## config.mk

```make
export PLATFORM = sky130hd
export DESIGN_NAME = alu_issue_stage
export DESIGN_NICKNAME = d
export VERILOG_FILES = /design/src/rtl/alu_issue_stage.sv
export SDC_FILE = /design/constraint.sdc
export NUM_CORES = 1
export LEC_CHECK = 0
export CAP_MARGIN = 20
export CELL_PAD_IN_SITES_DETAIL_PLACEMENT = 0
export CELL_PAD_IN_SITES_GLOBAL_PLACEMENT = 1
export CORE_AREA = 2 2 122 94
export DETAILED_ROUTE_END_ITERATION = 8
export DIE_AREA = 0 0 124 96
export DONT_BUFFER_PORTS = 1
export PLACE_DENSITY = 0.82
export SYNTH_ARGS = -nofsm -noshare
export SYNTH_HDL_FRONTEND = slang
export SYNTH_SLANG_ARGS = --single-unit
```

## constraint.sdc

```tcl
create_clock -name clk -period 1.8 [get_ports clk]
set_input_delay 0.36 -clock clk [delete_from_list [all_inputs] [get_ports clk]]
set_output_delay 0.36 -clock clk [all_outputs]
set_load 0.005 [all_outputs]
```

## src/rtl/alu_issue_stage.sv

```systemverilog
// alu_issue_stage: decodes one RV32I OP / OP-IMM / BRANCH instruction into an
// ALU opcode plus operands and holds the result in a single valid/ready slot
// in front of the combinational ALU. Branch compares reuse EQ/SLT/SLTU with an
// invert flag that the execute stage applies to ALU result bit 0.
module alu_issue_stage #(
  parameter int ALU_LENGTH = 4,
  parameter int CNT_WIDTH  = 32
) (
  input  logic                  clk,
  input  logic                  reset_n,
  input  logic                  in_valid,
  output logic                  in_ready,
  input  logic [31:0]           in_instr,
  input  logic [31:0]           in_rs1_val,
  input  logic [31:0]           in_rs2_val,
  input  logic                  flush,
  output logic                  out_valid,
  input  logic                  out_ready,
  output logic [ALU_LENGTH-1:0] out_opcode,
  output logic [31:0]           out_left,
  output logic [31:0]           out_right,
  output logic                  out_branch,
  output logic                  out_invert,
  output logic [4:0]            out_rd,
  output logic                  out_wb_en,
  output logic                  out_illegal,
  output logic [CNT_WIDTH-1:0]  issue_count
);

  // ALU opcode encodings shared with the execute stage
  localparam logic [ALU_LENGTH-1:0] ALU_ADD  = ALU_LENGTH'(0);
  localparam logic [ALU_LENGTH-1:0] ALU_SUB  = ALU_LENGTH'(1);
  localparam logic [ALU_LENGTH-1:0] ALU_SLL  = ALU_LENGTH'(2);
  localparam logic [ALU_LENGTH-1:0] ALU_SLT  = ALU_LENGTH'(3);
  localparam logic [ALU_LENGTH-1:0] ALU_SLTU = ALU_LENGTH'(4);
  localparam logic [ALU_LENGTH-1:0] ALU_XOR  = ALU_LENGTH'(5);
  localparam logic [ALU_LENGTH-1:0] ALU_SRL  = ALU_LENGTH'(6);
  localparam logic [ALU_LENGTH-1:0] ALU_SRA  = ALU_LENGTH'(7);
  localparam logic [ALU_LENGTH-1:0] ALU_OR   = ALU_LENGTH'(8);
  localparam logic [ALU_LENGTH-1:0] ALU_AND  = ALU_LENGTH'(9);
  localparam logic [ALU_LENGTH-1:0] ALU_EQ   = ALU_LENGTH'(10);

  // RV32I major opcodes handled here
  localparam logic [6:0] OPC_OP     = 7'b0110011;
  localparam logic [6:0] OPC_OP_IMM = 7'b0010011;
  localparam logic [6:0] OPC_BRANCH = 7'b1100011;

  localparam logic [6:0] F7_BASE = 7'b0000000;
  localparam logic [6:0] F7_ALT  = 7'b0100000;

  // Instruction fields
  logic [6:0]  major;
  logic [2:0]  funct3;
  logic [6:0]  funct7;
  logic [4:0]  rd_field;
  logic [31:0] imm_i;
  logic [31:0] shamt;

  assign major    = in_instr[6:0];
  assign funct3   = in_instr[14:12];
  assign funct7   = in_instr[31:25];
  assign rd_field = in_instr[11:7];
  assign imm_i    = {{20{in_instr[31]}}, in_instr[31:20]};
  assign shamt    = {27'b0, in_instr[24:20]};

  // Decoded values, loaded into the output slot on capture
  logic [ALU_LENGTH-1:0] dec_opcode;
  logic [31:0]           dec_left;
  logic [31:0]           dec_right;
  logic                  dec_branch;
  logic                  dec_invert;
  logic [4:0]            dec_rd;
  logic                  dec_wb_en;
  logic                  dec_illegal;

  // Per-format decode results before legality masking
  logic                  raw_ok;
  logic [ALU_LENGTH-1:0] raw_opcode;
  logic                  raw_use_rs2;
  logic                  raw_use_shamt;
  logic                  raw_branch;
  logic                  raw_invert;

  // Base funct3 -> ALU op map shared by OP (funct7=0) and OP-IMM non-shifts
  function automatic logic [ALU_LENGTH-1:0] base_op(input logic [2:0] f3);
    logic [ALU_LENGTH-1:0] op;
    case (f3)
      3'b000:  op = ALU_ADD;
      3'b001:  op = ALU_SLL;
      3'b010:  op = ALU_SLT;
      3'b011:  op = ALU_SLTU;
      3'b100:  op = ALU_XOR;
      3'b101:  op = ALU_SRL;
      3'b110:  op = ALU_OR;
      default: op = ALU_AND;
    endcase
    return op;
  endfunction

  // Classify the instruction: legality, ALU op, operand sources, branch flags
  always_comb begin
    raw_ok        = 1'b0;
    raw_opcode    = ALU_ADD;
    raw_use_rs2   = 1'b0;
    raw_use_shamt = 1'b0;
    raw_branch    = 1'b0;
    raw_invert    = 1'b0;
    case (major)
      OPC_OP: begin
        raw_use_rs2 = 1'b1;
        if (funct7 == F7_BASE) begin
          raw_ok     = 1'b1;
          raw_opcode = base_op(funct3);
        end else if (funct7 == F7_ALT && funct3 == 3'b000) begin
          raw_ok     = 1'b1;
          raw_opcode = ALU_SUB;
        end else if (funct7 == F7_ALT && funct3 == 3'b101) begin
          raw_ok     = 1'b1;
          raw_opcode = ALU_SRA;
        end
      end
      OPC_OP_IMM: begin
        if (funct3 == 3'b001) begin
          raw_use_shamt = 1'b1;
          raw_ok        = (funct7 == F7_BASE);
          raw_opcode    = ALU_SLL;
        end else if (funct3 == 3'b101) begin
          raw_use_shamt = 1'b1;
          raw_ok        = (funct7 == F7_BASE) || (funct7 == F7_ALT);
          raw_opcode    = (funct7 == F7_ALT) ? ALU_SRA : ALU_SRL;
        end else begin
          raw_ok     = 1'b1;
          raw_opcode = base_op(funct3);
        end
      end
      OPC_BRANCH: begin
        raw_use_rs2 = 1'b1;
        raw_branch  = 1'b1;
        raw_invert  = funct3[0];
        case (funct3[2:1])
          2'b00: begin
            raw_ok     = 1'b1;
            raw_opcode = ALU_EQ;
          end
          2'b10: begin
            raw_ok     = 1'b1;
            raw_opcode = ALU_SLT;
          end
          2'b11: begin
            raw_ok     = 1'b1;
            raw_opcode = ALU_SLTU;
          end
          default: raw_ok = 1'b0;
        endcase
      end
      default: raw_ok = 1'b0;
    endcase
  end

  // Build the slot contents; an illegal word becomes a harmless ADD 0,0
  always_comb begin
    dec_opcode  = ALU_ADD;
    dec_left    = 32'b0;
    dec_right   = 32'b0;
    dec_branch  = 1'b0;
    dec_invert  = 1'b0;
    dec_rd      = 5'b0;
    dec_wb_en   = 1'b0;
    dec_illegal = 1'b1;
    if (raw_ok) begin
      dec_illegal = 1'b0;
      dec_opcode  = raw_opcode;
      dec_left    = in_rs1_val;
      if (raw_use_rs2) begin
        dec_right = in_rs2_val;
      end else if (raw_use_shamt) begin
        dec_right = shamt;
      end else begin
        dec_right = imm_i;
      end
      dec_branch = raw_branch;
      dec_invert = raw_invert;
      if (!raw_branch) begin
        dec_rd    = rd_field;
        dec_wb_en = (rd_field != 5'b0);
      end
    end
  end

  // Slot control
  logic out_valid_reg;
  logic capture;
  logic handshake;

  assign in_ready  = !out_valid_reg || out_ready;
  assign capture   = in_valid && in_ready && !flush;
  assign handshake = out_valid_reg && out_ready && !flush;
  assign out_valid = out_valid_reg;

  // Valid bit: flush kills the slot and any same-cycle capture
  always_ff @(posedge clk or negedge reset_n) begin
    if (!reset_n) begin
      out_valid_reg <= 1'b0;
    end else if (flush) begin
      out_valid_reg <= 1'b0;
    end else if (capture) begin
      out_valid_reg <= 1'b1;
    end else if (out_ready) begin
      out_valid_reg <= 1'b0;
    end
  end

  // Data registers only move on capture, so a stalled entry stays stable
  always_ff @(posedge clk or negedge reset_n) begin
    if (!reset_n) begin
      out_opcode  <= ALU_ADD;
      out_left    <= 32'b0;
      out_right   <= 32'b0;
      out_branch  <= 1'b0;
      out_invert  <= 1'b0;
      out_rd      <= 5'b0;
      out_wb_en   <= 1'b0;
      out_illegal <= 1'b0;
    end else if (capture) begin
      out_opcode  <= dec_opcode;
      out_left    <= dec_left;
      out_right   <= dec_right;
      out_branch  <= dec_branch;
      out_invert  <= dec_invert;
      out_rd      <= dec_rd;
      out_wb_en   <= dec_wb_en;
      out_illegal <= dec_illegal;
    end
  end

  // Issued-instruction counter, wraps naturally at full scale
  always_ff @(posedge clk or negedge reset_n) begin
    if (!reset_n) begin
      issue_count <= '0;
    end else if (handshake) begin
      issue_count <= issue_count + 1'b1;
    end
  end

endmodule
```

# == Word-level counts from Yosys, hierarchy flattened ==
# Index checks and enable logic that the tools add are counted.
# totals
n_memories,0
ramBits,0
romBits,0
input_bits,101
register_bits,110
elab_cells,78
out_inout_bits,111
latchBits,0
# op_classes
mux,38
n_shift,0
n_eq_ne,12
addsub,1
n_lt_le_gt_ge,0
n_mul,0
div_mod_pow,0
n_reduce_logical,17
bitwise,0
# op_table
cell,count
two-way mux 32 bit,4
"adder 32 x 1 -> 32 bit, second input constant",1
case mux 4 bit (7 select lines),1
case mux 4 bit (3 select lines),2
two-way mux 1 bit,21
case mux 4 bit (5 select lines),1
two-way mux 4 bit,4
"equality test 7 x 6 -> 1 bit, second input constant",2
two-way mux 5 bit,2
"equality test 3 bit, second input constant",3
"equality test 7 x 5 -> 1 bit, second input constant",1
"equality test 7 bit, second input constant",1
zero test 7 bit,1
"equality test 3 x 2 -> 1 bit, second input constant",2
logical AND 1 bit,6
two-way mux 3 bit,2
nonzero test 5 bit,1
"equality test 2 bit, second input constant",2
"equality test 3 x 1 -> 1 bit, second input constant",1
zero test 3 bit,1
case mux 1 bit (3 select lines),1
nonzero test 3 bit,1
OR reduction 3 bit,1
zero test 1 bit,2
other kinds (3),4

# == Depth between registers and ports, before layout ==
# Gate-level depths: netlist of run 1.
# logic_depth
word_depth,7
depth_mapped,8
mapped_depth_nobuf,6

# == Worst setup path before layout of run 1 ==
# No wires, ideal clock.
# synth_path
kind,input-to-reg
from,input port in_instr[2]
to,register out_left[10]
path_buffers,3
slack_ps,2
setup_time_ps,121
path_stages,8
required_time_ps,1679
t_arrival_ps,1677
cell_sequence,and4bb_1 -> buf_6 -> nand3_2 -> nor2_2 -> o31a_4 -> buf_12 -> buf_12 -> a22o_1
# synth_via
elab_chain_cells,3
elab_cells_between_ends,5
classes_between,eq/ne: 3; mux: 2
# synth_rtl
item,line,source
start: declaration,13,"input logic [31:0] in_instr,"
equality test 7 bit (tied with other cells),108,case (major)
case mux 1 bit (3 select lines) (*),108,
two-way mux 32 bit (*),170,if (raw_ok) begin
end signal: assignment,226,out_left <= dec_left;
end: declaration,20,"output logic [31:0] out_left,"
# Mark *: on every way between the ends. The rest lies on a longest branch, timed or not.
# A chain may end at the register's enable or synchronous reset.

# == Worst setup path after layout of run 1 ==
# layout_path
from,register issue_count[0]
to,register issue_count[22]
# layout_via
elab_chain_cells,1
# layout_rtl
item,line,source
start: declaration,27,output logic [CNT_WIDTH-1:0] issue_count
start signal: assignment,241,issue_count <= issue_count + 1'b1;
adder 32 x 1 -> 32 bit,241,
# Every way passes these cells.

==> impl_metrics.csv, run 1 <==
group,metric,value,unit
clock_network,h-tree-depth,3,
global_route,antenna_found_initial,0,
worst_setup_path,cpLargestDelayFamily,"simple AND/OR/NAND/NOR gates",
worst_setup_path,r2r_start,"issue_count[0]",
synth,synth.area.top_cells,"dfrtp_1 56%, a22o_1 5.7%, nand2_1 4.4%, xnor2_1 3.9%, o21ai_1 3.7%",
detailed_routing,finalWirelength,12400,µm
power,power,4.86,mW
worst_setup_path,worstSetupPathType,"register to register",
global_route,grt_overflow,0,
worst_setup_path,worstPathArrival,2.07,ns
power,ir_worst_vdd,439,µV
detailed_routing,drt-met1-wl,5230,µm
sta,period_needed,1.80,ns
synth,syn-mean-instance-area,11.2,µm²
detailed_routing,vias_per_cell,5.78,
worst_setup_path,required,2.07,ns
synth,yosys_most_used_dff,"dfrtp_1",
worst_setup_path,timing.rr.end,"issue_count[22]",
global_route,grt_pass1_wl,19200,µm
layout,multi_input_area,2020,µm²
floorplan,rows,33,
sta,tightestPinTransition,0.526,ns
min_path,worstHoldPathType,"primary input to asynchronous set/reset pin",
layout,reg.largest.list,"issue_count x32, out_left x32, out_right x32",
sta,fmax,0.556,GHz
worst_setup_path,worstPathCellList,"ha_1 -> and4b_2 -> nand4_1 -> buf_4 -> nor3_4 -> and3_4 -> xor2_1",
synth,seq_area_frac_synth,0.559,
sta,fin_hold_ws,-0.301,ns
worst_setup_path,worstSetupStartpoint,"issue_count[0]",
layout,n_fill_cell,963,
synth,syn-cell-area,4920,µm²
detailed_routing,drt_iter0_markers,186,
placement,dp_hpwl,8820,µm
synth,ys_warn_count,0,
sta,worst_slew_margin_rel,0.641,
layout,num_antenna_cells,0,
clock_network,clk_pin_slew,0.08,ns
worst_setup_path,reg2reg_depth,7,
clock_network,cts_max_path_buffers,2,
global_route,grt.total_usage,0.208,
synth,synth_top_area_share,0.559,
placement,place_congestion,0.861,
worst_setup_path,cp-start-kind,"register",
synth,yosysTopAreaCell,"dfrtp_1",
placement,placed_cell_area,5340,µm²
synth,syn_nets,543,
worst_setup_path,crit_cells,7,
detailed_routing,drt-pass1-iter-count,4,
synth,async_flop_share,1.00,
clock_network,cts_tree,"done",
sta,final_hold_viol_count,110,
clock_network,clkSinkCount,110,
worst_setup_path,max_stage_delay,0.36,ns
worst_setup_path,critPathCaptureType,"register",
synth,yosysUniqueCellTypes,61,
global_route,grt_pass1_vias,3643,
sta,rsz0062_at_grt,"true",
worst_setup_path,path_buf_inv,1,
synth,synthTopCellsByCount,"110 x dfrtp_1, 58 x nand2_1, 36 x o21ai_1",
power,leakage,2.66,nW
floorplan,core_region_area,10700,µm²
run,cap_viol_max_count,0,
synth,yosysMostFrequentCell,"dfrtp_1",
detailed_routing,top_layer,"met4",
sta,finClkSkew,0.00785,ns
placement,portBuffers,0,
sta,fin_crit_sh,1.00,
sta,finalSetupViolCount,0,
global_route,grt_max_degree,111,
layout,final_cell_area,5680,µm²
sta,slew_viol_final,0,
layout,seqCellArea,2750,µm²
synth,synthCells,441,
worst_setup_path,worstPathMaxFanout,3,
detailed_routing,dr_total_vias,3560,
detailed_routing,wire_per_inst,20.1,µm
floorplan,die_w,124,µm
detailed_routing,dr_wl_met2,5880,µm
synth,ys_seq_elements,110,
clock_network,clk_latency,0.35,ns
synth,synth_edf_count,0,
clock_network,cts_root_buf,"clkbuf_16",
worst_setup_path,crit_slowest_cell,"dfrtp_1",
floorplan,fp.dieArea,11900,µm²
floorplan,ios,212,
power,p_per_area,856,nW/µm²
detailed_routing,drtAntennaViolNets,0,
outcome,outcome,"complete, but fails checks",
detailed_routing,dr_wl_met3,1120,µm
worst_setup_path,r2r_slack,0.0002,ns
clock_network,cts_buffers,9,
worst_setup_path,cp-endpoint,"issue_count[22]",
layout,fin_nets,573,
layout,area_growth,15.3,%
floorplan,initial_core_util,0.459,
outcome,violations,"negative hold slack",
floorplan,die_h,96,µm
layout,drive_above_1_share,0.187,
detailed_routing,drcViolationCount,0,
==> routing by layer <==
metal	global-route usage	vias up
li1	-	1633
met1	0.271	1770
met2	0.331	144
met3	0.0841	13
met4	0.0421	0
met5	0	-
==> kinds of logic (layout without fill, tap and decap cells) <==
group	after synthesis	count (layout)	share of synthesized area
compound gates	124	124	0.179
xor+xnor	33	33	0.0587
fa+ha+maj	1	1	0.00254
buf+inv	32	67	0.0404
flops	110	110	0.559
mux	6	6	0.0124
simple gates	135	135	0.148
==> through the flow <==
stage	setup slack [ns]	hold slack (ns)	util	instances	TNS (ns)
2_1_floorplan	0.00153	0.0644	-	441	0
3_3_place_gp	0.0122	0.0672	0.497	599	0
3_5_place_dp	-0.0591	0.0667	0.497	599	-0.453
4_1_cts	-0.0161	-0.320	0.526	615	-0.0161
5_1_grt	-0.0636	-0.333	0.529	616	-0.269
6_report	0.000198	-0.301	0.529	616	0
==> worst register-to-register path: stages, from the launching register on <==
cell	delay, ns
dfrtp_1	0.36
ha_1	0.16
and4b_2	0.27
nand4_1	0.19
buf_4	0.21
nor3_4	0.18
and3_4	0.21
xor2_1	0.14
==> cell usage in the layout (no fill, tap or decap), drive strengths merged, types with 8 or more instances in the layout <==
cell type / instances
nor2: 15
and3: 8
nand4: 11
a22o: 32
xor2: 11
clkbuf: 9
a22oi: 8
xnor2: 22
buf: 47
inv: 8
a21oi: 23
dfrtp: 110
nand2: 61
o21ai: 40
==> what timing repair did <==
item	in CTS	in global routing
buffers inserted	0	1
gates cloned	0	0
endpoints found under the hold margin	110	110
resized for setup	5	7
pin swaps	2	3
endpoints found under the setup margin	5	25
==> layout make-up <==
class                           instances  area share
Sequential cell                       110       0.485
Multi-Input combinational cell        299       0.355
Timing Repair Buffer                   47      0.0753
Clock buffer                            9      0.0397
Tap cell                              140      0.0308
Clock inverter                          7      0.0115
Inverter                                4     0.00264
==> worst min path at each step <==
stage | start | to | slack [ns] | depth (start not counted)
after CTS | reset_n | out_left[15] | -0.32 | 0
after floorplan | reset_n | issue_count[0] | 0.06 | 0
after global placement | reset_n | out_left[15] | 0.07 | 0
after global routing | reset_n | out_left[15] | -0.33 | 0
after detailed placement | reset_n | out_left[15] | 0.07 | 0
final | reset_n | out_left[15] | -0.30 | 0
==> where the power goes <==
part / switching [mW] / internal [mW]
sequential: 0.0408 / 2.53
clock: 0.958 / 0.972
combinational: 0.190 / 0.168
Note: power is estimated with default switching activity, not from simulation.
==> run 2: changes to the inputs <==
Settings changed: SETUP_SLACK_MARGIN from default to 0.02.
==> run 2 against run 1 <==
Cell area decreased by 0.35%. The run still ends with negative hold slack left. Sequential share of layout area rose by 0.17 points. Utilization down 0.19 points. First-iteration DRC count grew 17%. Hold slack improved by 0.0041 ns. Fmax increased by 4.0%. Via count shrank 1.0%. Setup slack gained 0.070 ns. Power fell by 1.2%. Largest cell class unchanged. Largest power group unchanged. Sequential power about the same. Die area stayed put. Cell count fell by 0.49%. Highest routed layer unchanged.
==> impl_metrics.csv, run 2 (synthesis gave the netlist of run 1 again) <==
group,metric,value,unit
outcome,outcome,"complete, but fails checks",
outcome,violations,"negative hold slack",
layout,layout.cells.non_filler,613,
clock_network,cts_tree,"done",
sta,fin_hold_ws,-0.297,ns
floorplan,die_h,96,µm
power,leakage,2.63,nW
layout,area_growth,14.9,%
clock_network,h-tree-depth,3,
layout,multi_input_area,2020,µm²
clock_network,cts_max_path_buffers,2,
layout,reg.largest.list,"issue_count x32, out_left x32, out_right x32",
detailed_routing,dr_total_vias,3524,
placement,dp_hpwl,8720,µm
clock_network,clk_pin_slew,0.07,ns
clock_network,clk_latency,0.34,ns
global_route,antenna_found_initial,0,
clock_network,cts_root_buf,"clkbuf_16",
worst_setup_path,required,2.07,ns
sta,finalSetupViolCount,0,
global_route,grt.total_usage,0.199,
global_route,grt_overflow,0,
run,cap_viol_max_count,0,
power,p_per_area,848,nW/µm²
layout,num_antenna_cells,0,
clock_network,cts_buffers,9,
layout,drive_above_1_share,0.182,
worst_setup_path,cpLargestDelayFamily,"simple AND/OR/NAND/NOR gates",
layout,seqCellArea,2750,µm²
global_route,grt_pass1_vias,3588,
sta,final_hold_viol_count,110,
sta,period_needed,1.73,ns
floorplan,fp.dieArea,11900,µm²
worst_setup_path,worstPathCellList,"ha_1 -> and4b_2 -> nand4_1 -> or3_4 -> nor2_2 -> xor2_1",
detailed_routing,drtAntennaViolNets,0,
detailed_routing,drcViolationCount,0,
sta,fmax,0.578,GHz
global_route,grt_max_degree,111,
power,ir_worst_vdd,476,µV
placement,place_congestion,0.827,
worst_setup_path,path_buf_inv,0,
detailed_routing,vias_per_cell,5.75,
detailed_routing,finalWirelength,11900,µm
placement,portBuffers,0,
sta,rsz0062_at_grt,"true",
global_route,grt_pass1_wl,18400,µm
layout,n_fill_cell,950,
worst_setup_path,critPathCaptureType,"register",
floorplan,ios,212,
sta,worst_slew_margin_rel,0.728,
worst_setup_path,max_stage_delay,0.46,ns
layout,final_common_cell,"dfrtp_1",
worst_setup_path,worstPathMaxFanout,4,
worst_setup_path,crit_slowest_cell,"or3_4",
detailed_routing,drt_iter0_markers,218,
power,power,4.80,mW
worst_setup_path,cp-start-kind,"register",
sta,slew_viol_final,0,
detailed_routing,wire_per_inst,19.4,µm
sta,tightestPinTransition,0.398,ns
floorplan,core_region_area,10700,µm²
min_path,worstHoldPathType,"primary input to asynchronous set/reset pin",
clock_network,clkSinkCount,110,
layout,fin_nets,571,
worst_setup_path,worstSetupPathType,"register to register",
floorplan,die_w,124,µm
placement,dp_cells,598,
detailed_routing,drt-pass1-iter-count,4,
sta,finClkSkew,0.00751,ns
worst_setup_path,worstPathArrival,2.00,ns
sta,fin_crit_sh,0.961,
clock_network,cts_setup_buffers,0,
layout,mostFrequentLayoutCells,"110 x dfrtp_1, 58 x nand2_1, 39 x buf_4",
floorplan,rows,33,
floorplan,initial_core_util,0.459,
==> run 2: cell types whose count changed in the layout (fill, tap and decap cells not counted), sizes merged <==
cell,delta
inv,-1
buf,-2
clkinvlp,+1
clkbuf,+1
clkinv,-2
==> run 2: timing repair <==
action / in CTS / in global routing
setup endpoints to repair: 5 / 10
endpoints found under the hold margin: 110 / 110
cloned: 0 / 0
pin swaps: 0 / 1
gates resized for setup: 3 / 10
==> run 2: worst paths after layout <==
check                           startpoint              end  slack [ns]  cells past startpoint
max in group asynchronous          reset_n    out_opcode[2]        1.96                      0
setup reg to reg            issue_count[0]  issue_count[28]        0.07                      6
min in group clk                     flush        out_valid        0.08                      1
setup / recovery            issue_count[0]  issue_count[28]        0.07                      6
hold reg to reg            issue_count[31]  issue_count[31]        0.50                      1
hold / removal                     reset_n     out_left[15]       -0.30                      0
==> run 2: per-stage QoR <==
stage	area [µm²]	util	setup WS [ns]	TNS, ns
2_1_floorplan	4930	-	0.0215	0
3_3_place_gp	5340	0.497	-0.0506	-1.02
3_5_place_dp	5340	0.497	-0.106	-3.16
4_1_cts	5630	0.524	0.00835	0
5_1_grt	5660	0.527	-0.00372	-0.00372
6_report	5660	0.527	0.0698	0
==> run 2: area by class of cell <==
class / instances / area share
Clock inverter: 5 / 0.00730
Timing Repair Buffer: 45 / 0.0730
Multi-Input combinational cell: 299 / 0.358
Clock buffer: 10 / 0.0422
Inverter: 4 / 0.00265
Sequential cell: 110 / 0.486
Tap cell: 140 / 0.0310
==> run 2: power by group <==
group | switching (mW) | leakage [nW] | internal [mW]
clock network | 0.894 | 0.137 | 0.987
logic | 0.185 | 0.982 | 0.161
registers | 0.0415 | 1.51 | 2.53
total | 1.12 | 2.63 | 3.68
==> run 2: layer usage <==
layer	wire (µm)	GRT usage	vias up
met4	190	0.0609	0
met1	4950	0.246	1754
met2	5740	0.327	121
li1	-	-	1634
met5	0	0	-
met3	1020	0.0735	15
==> run 3: changes to the inputs <==
==> constraint.sdc (replaced) <==
create_clock -name clk -period 1.8 [get_ports clk]
set_input_delay 0.36 -clock clk [delete_from_list [all_inputs] [get_ports clk]]
set_output_delay 0.36 -clock clk [all_outputs]
set_load 0.1 [all_outputs]
==> run 3 against run 2 <==
The run still ends with negative hold slack left. Cell area rose by 14%. Sequential share of layout area fell by 4.8 points. Utilization rose by 7.6 points. Clock power barely moved. Sequential power rose by 2%. Non-clock buffer count rose by 92. Combinational power rose to 2.5 times the previous value. Critical path type unchanged. Critical endpoint unchanged. Highest routed layer unchanged.
==> impl_metrics.csv, run 3 (synthesis gave the netlist of run 1 again) <==
group,metric,value,unit
detailed_routing,finalWirelength,13000,µm
outcome,outcome,"complete, but fails checks",
detailed_routing,wire_per_inst,18.4,µm
global_route,grt_max_degree,111,
sta,fin_hold_ws,-0.292,ns
clock_network,cts_tree,"done",
placement,dp_cells,685,
layout,mostFrequentLayoutCells,"132 x buf_4, 79 x dfrtp_1, 58 x nand2_1",
worst_setup_path,r2r_slack,0.03,ns
layout,num_antenna_cells,0,
sta,fmax,0.566,GHz
sta,fin_crit_sh,0.982,
layout,post-route-util,0.603,
floorplan,ios,212,
outcome,violations,"negative hold slack",
sta,worst_slew_margin_rel,0.368,
sta,fin_ws,0.0323,ns
layout,fin_nets,663,
power,leakage,3.09,nW
layout,reg.largest.list,"issue_count x32, out_left x32, out_right x32",
layout,drive_above_1_share,0.378,
layout,final_cell_area,6480,µm²
worst_setup_path,required,2.05,ns
detailed_routing,drtAntennaViolNets,0,
layout,area_growth,31.5,%
sta,tightestPinTransition,0.948,ns
sta,slew_viol_final,0,
placement,portBuffers,0,
floorplan,fp.dieArea,11900,µm²
floorplan,die_h,96,µm
worst_setup_path,worstPathMaxFanout,4,
placement,place_congestion,0.812,
worst_setup_path,crit_slowest_cell,"dfrtp_4",
floorplan,core_region_area,10700,µm²
placement,dp_hpwl,9520,µm
detailed_routing,drt_iter0_markers,148,
run,cap_viol_max_count,0,
worst_setup_path,path_buf_inv,0,
worst_setup_path,max_stage_delay,0.45,ns
detailed_routing,dr_total_vias,3892,
clock_network,clk_latency,0.34,ns
power,ir_worst_vdd,709,µV
clock_network,clk_pin_slew,0.08,ns
detailed_routing,drt-pass1-iter-count,4,
clock_network,h-tree-depth,3,
global_route,antenna_found_initial,0,
global_route,grt.total_usage,0.216,
layout,final_common_cell,"buf_4",
worst_setup_path,cpLargestDelayFamily,"simple AND/OR/NAND/NOR gates",
floorplan,rows,33,
sta,rsz0062_at_grt,"true",
global_route,grt_pass1_wl,19600,µm
global_route,grt_overflow,0,
power,p_per_area,834,nW/µm²
clock_network,cts_root_buf,"clkbuf_16",
global_route,grt_pass1_vias,3797,
detailed_routing,drcViolationCount,0,
detailed_routing,vias_per_cell,5.51,
worst_setup_path,worstPathArrival,2.02,ns
worst_setup_path,cp-start-kind,"register",
worst_setup_path,worstPathCellList,"ha_4 -> and4b_1 -> nand4_1 -> or3_4 -> nor2_2 -> xor2_1",
clock_network,cts_buffers,9,
floorplan,initial_core_util,0.459,
placement,placed_cell_area,6130,µm²
sta,final_hold_viol_count,110,
floorplan,die_w,124,µm
placement,pre_cts_ws,-0.0862,ns
sta,finClkSkew,0.00591,ns
layout,n_fill_cell,878,
power,power,5.40,mW
clock_network,cts_max_path_buffers,2,
clock_network,clkSinkCount,110,
min_path,worstHoldPathType,"primary input to asynchronous set/reset pin",
sta,finalSetupViolCount,0,
worst_setup_path,worstSetupPathType,"register to register",
worst_setup_path,critPathCaptureType,"register",
sta,period_needed,1.77,ns
layout,layout.cells.non_filler,706,
==> run 3: cell types whose count changed in the layout (fill, tap and decap cells not counted), sizes merged <==
| cell | change |
|---|---|
| clkbuf | +1 |
| clkinvlp | +1 |
| clkinv | +1 |
| inv | -2 |
| buf | +92 |
==> run 3: power by group <==
group          switching [mW]  total (mW)  leakage (nW)  internal (mW)
Combinational           0.657       0.879          1.50          0.221
Clock                   0.901        1.89         0.137          0.994
Sequential             0.0734        2.63          1.46           2.56
Total                    1.63        5.40          3.09           3.77
==> run 3: timing repair <==
action | in CTS | in global routing
setup buffers | 3 | 2
resized for setup | 0 | 8
pin swaps | 3 | 4
hold endpoints to repair | 110 | 110
endpoints found under the setup margin | 5 | 11
==> run 3: final cells by class <==
type,count,area (µm²),share of cell area
clock inverter,5,42.5,0.00657
inverter,4,18.8,0.00290
multi-input combinational,299,2070,0.319
sequential,110,2840,0.439
clock buffer,11,243,0.0375
tap,140,175,0.0270
timing repair buffer,137,1090,0.168
==> run 3: final timing paths <==
kind                       cells past startpoint            from              end
hold / removal                                 0         reset_n     out_left[17]
max in group asynchronous                      0         reset_n  issue_count[28]
setup reg to reg                               6  issue_count[1]  issue_count[28]
hold reg to reg                                2   out_right[30]    out_right[30]
setup / recovery                               6  issue_count[1]  issue_count[28]
min in group clk                               1           flush        out_valid
==> run 3: stage by stage <==
step           TNS, ns  hold WS, ns
2_1_floorplan   -25.06       0.0644
3_3_place_gp    -0.245       0.0666
3_5_place_dp     -1.46       0.0665
4_1_cts        -0.0382       -0.305
5_1_grt        -0.0132       -0.319
6_report             0       -0.292
==> run 3: metal layers <==
layer | part of all wire | track usage
met1 | 0.42 | 0.270
met2 | 0.47 | 0.360
met3 | 0.10 | 0.0788
met4 | 0.0089 | 0.0487
met5 | 0 | 0
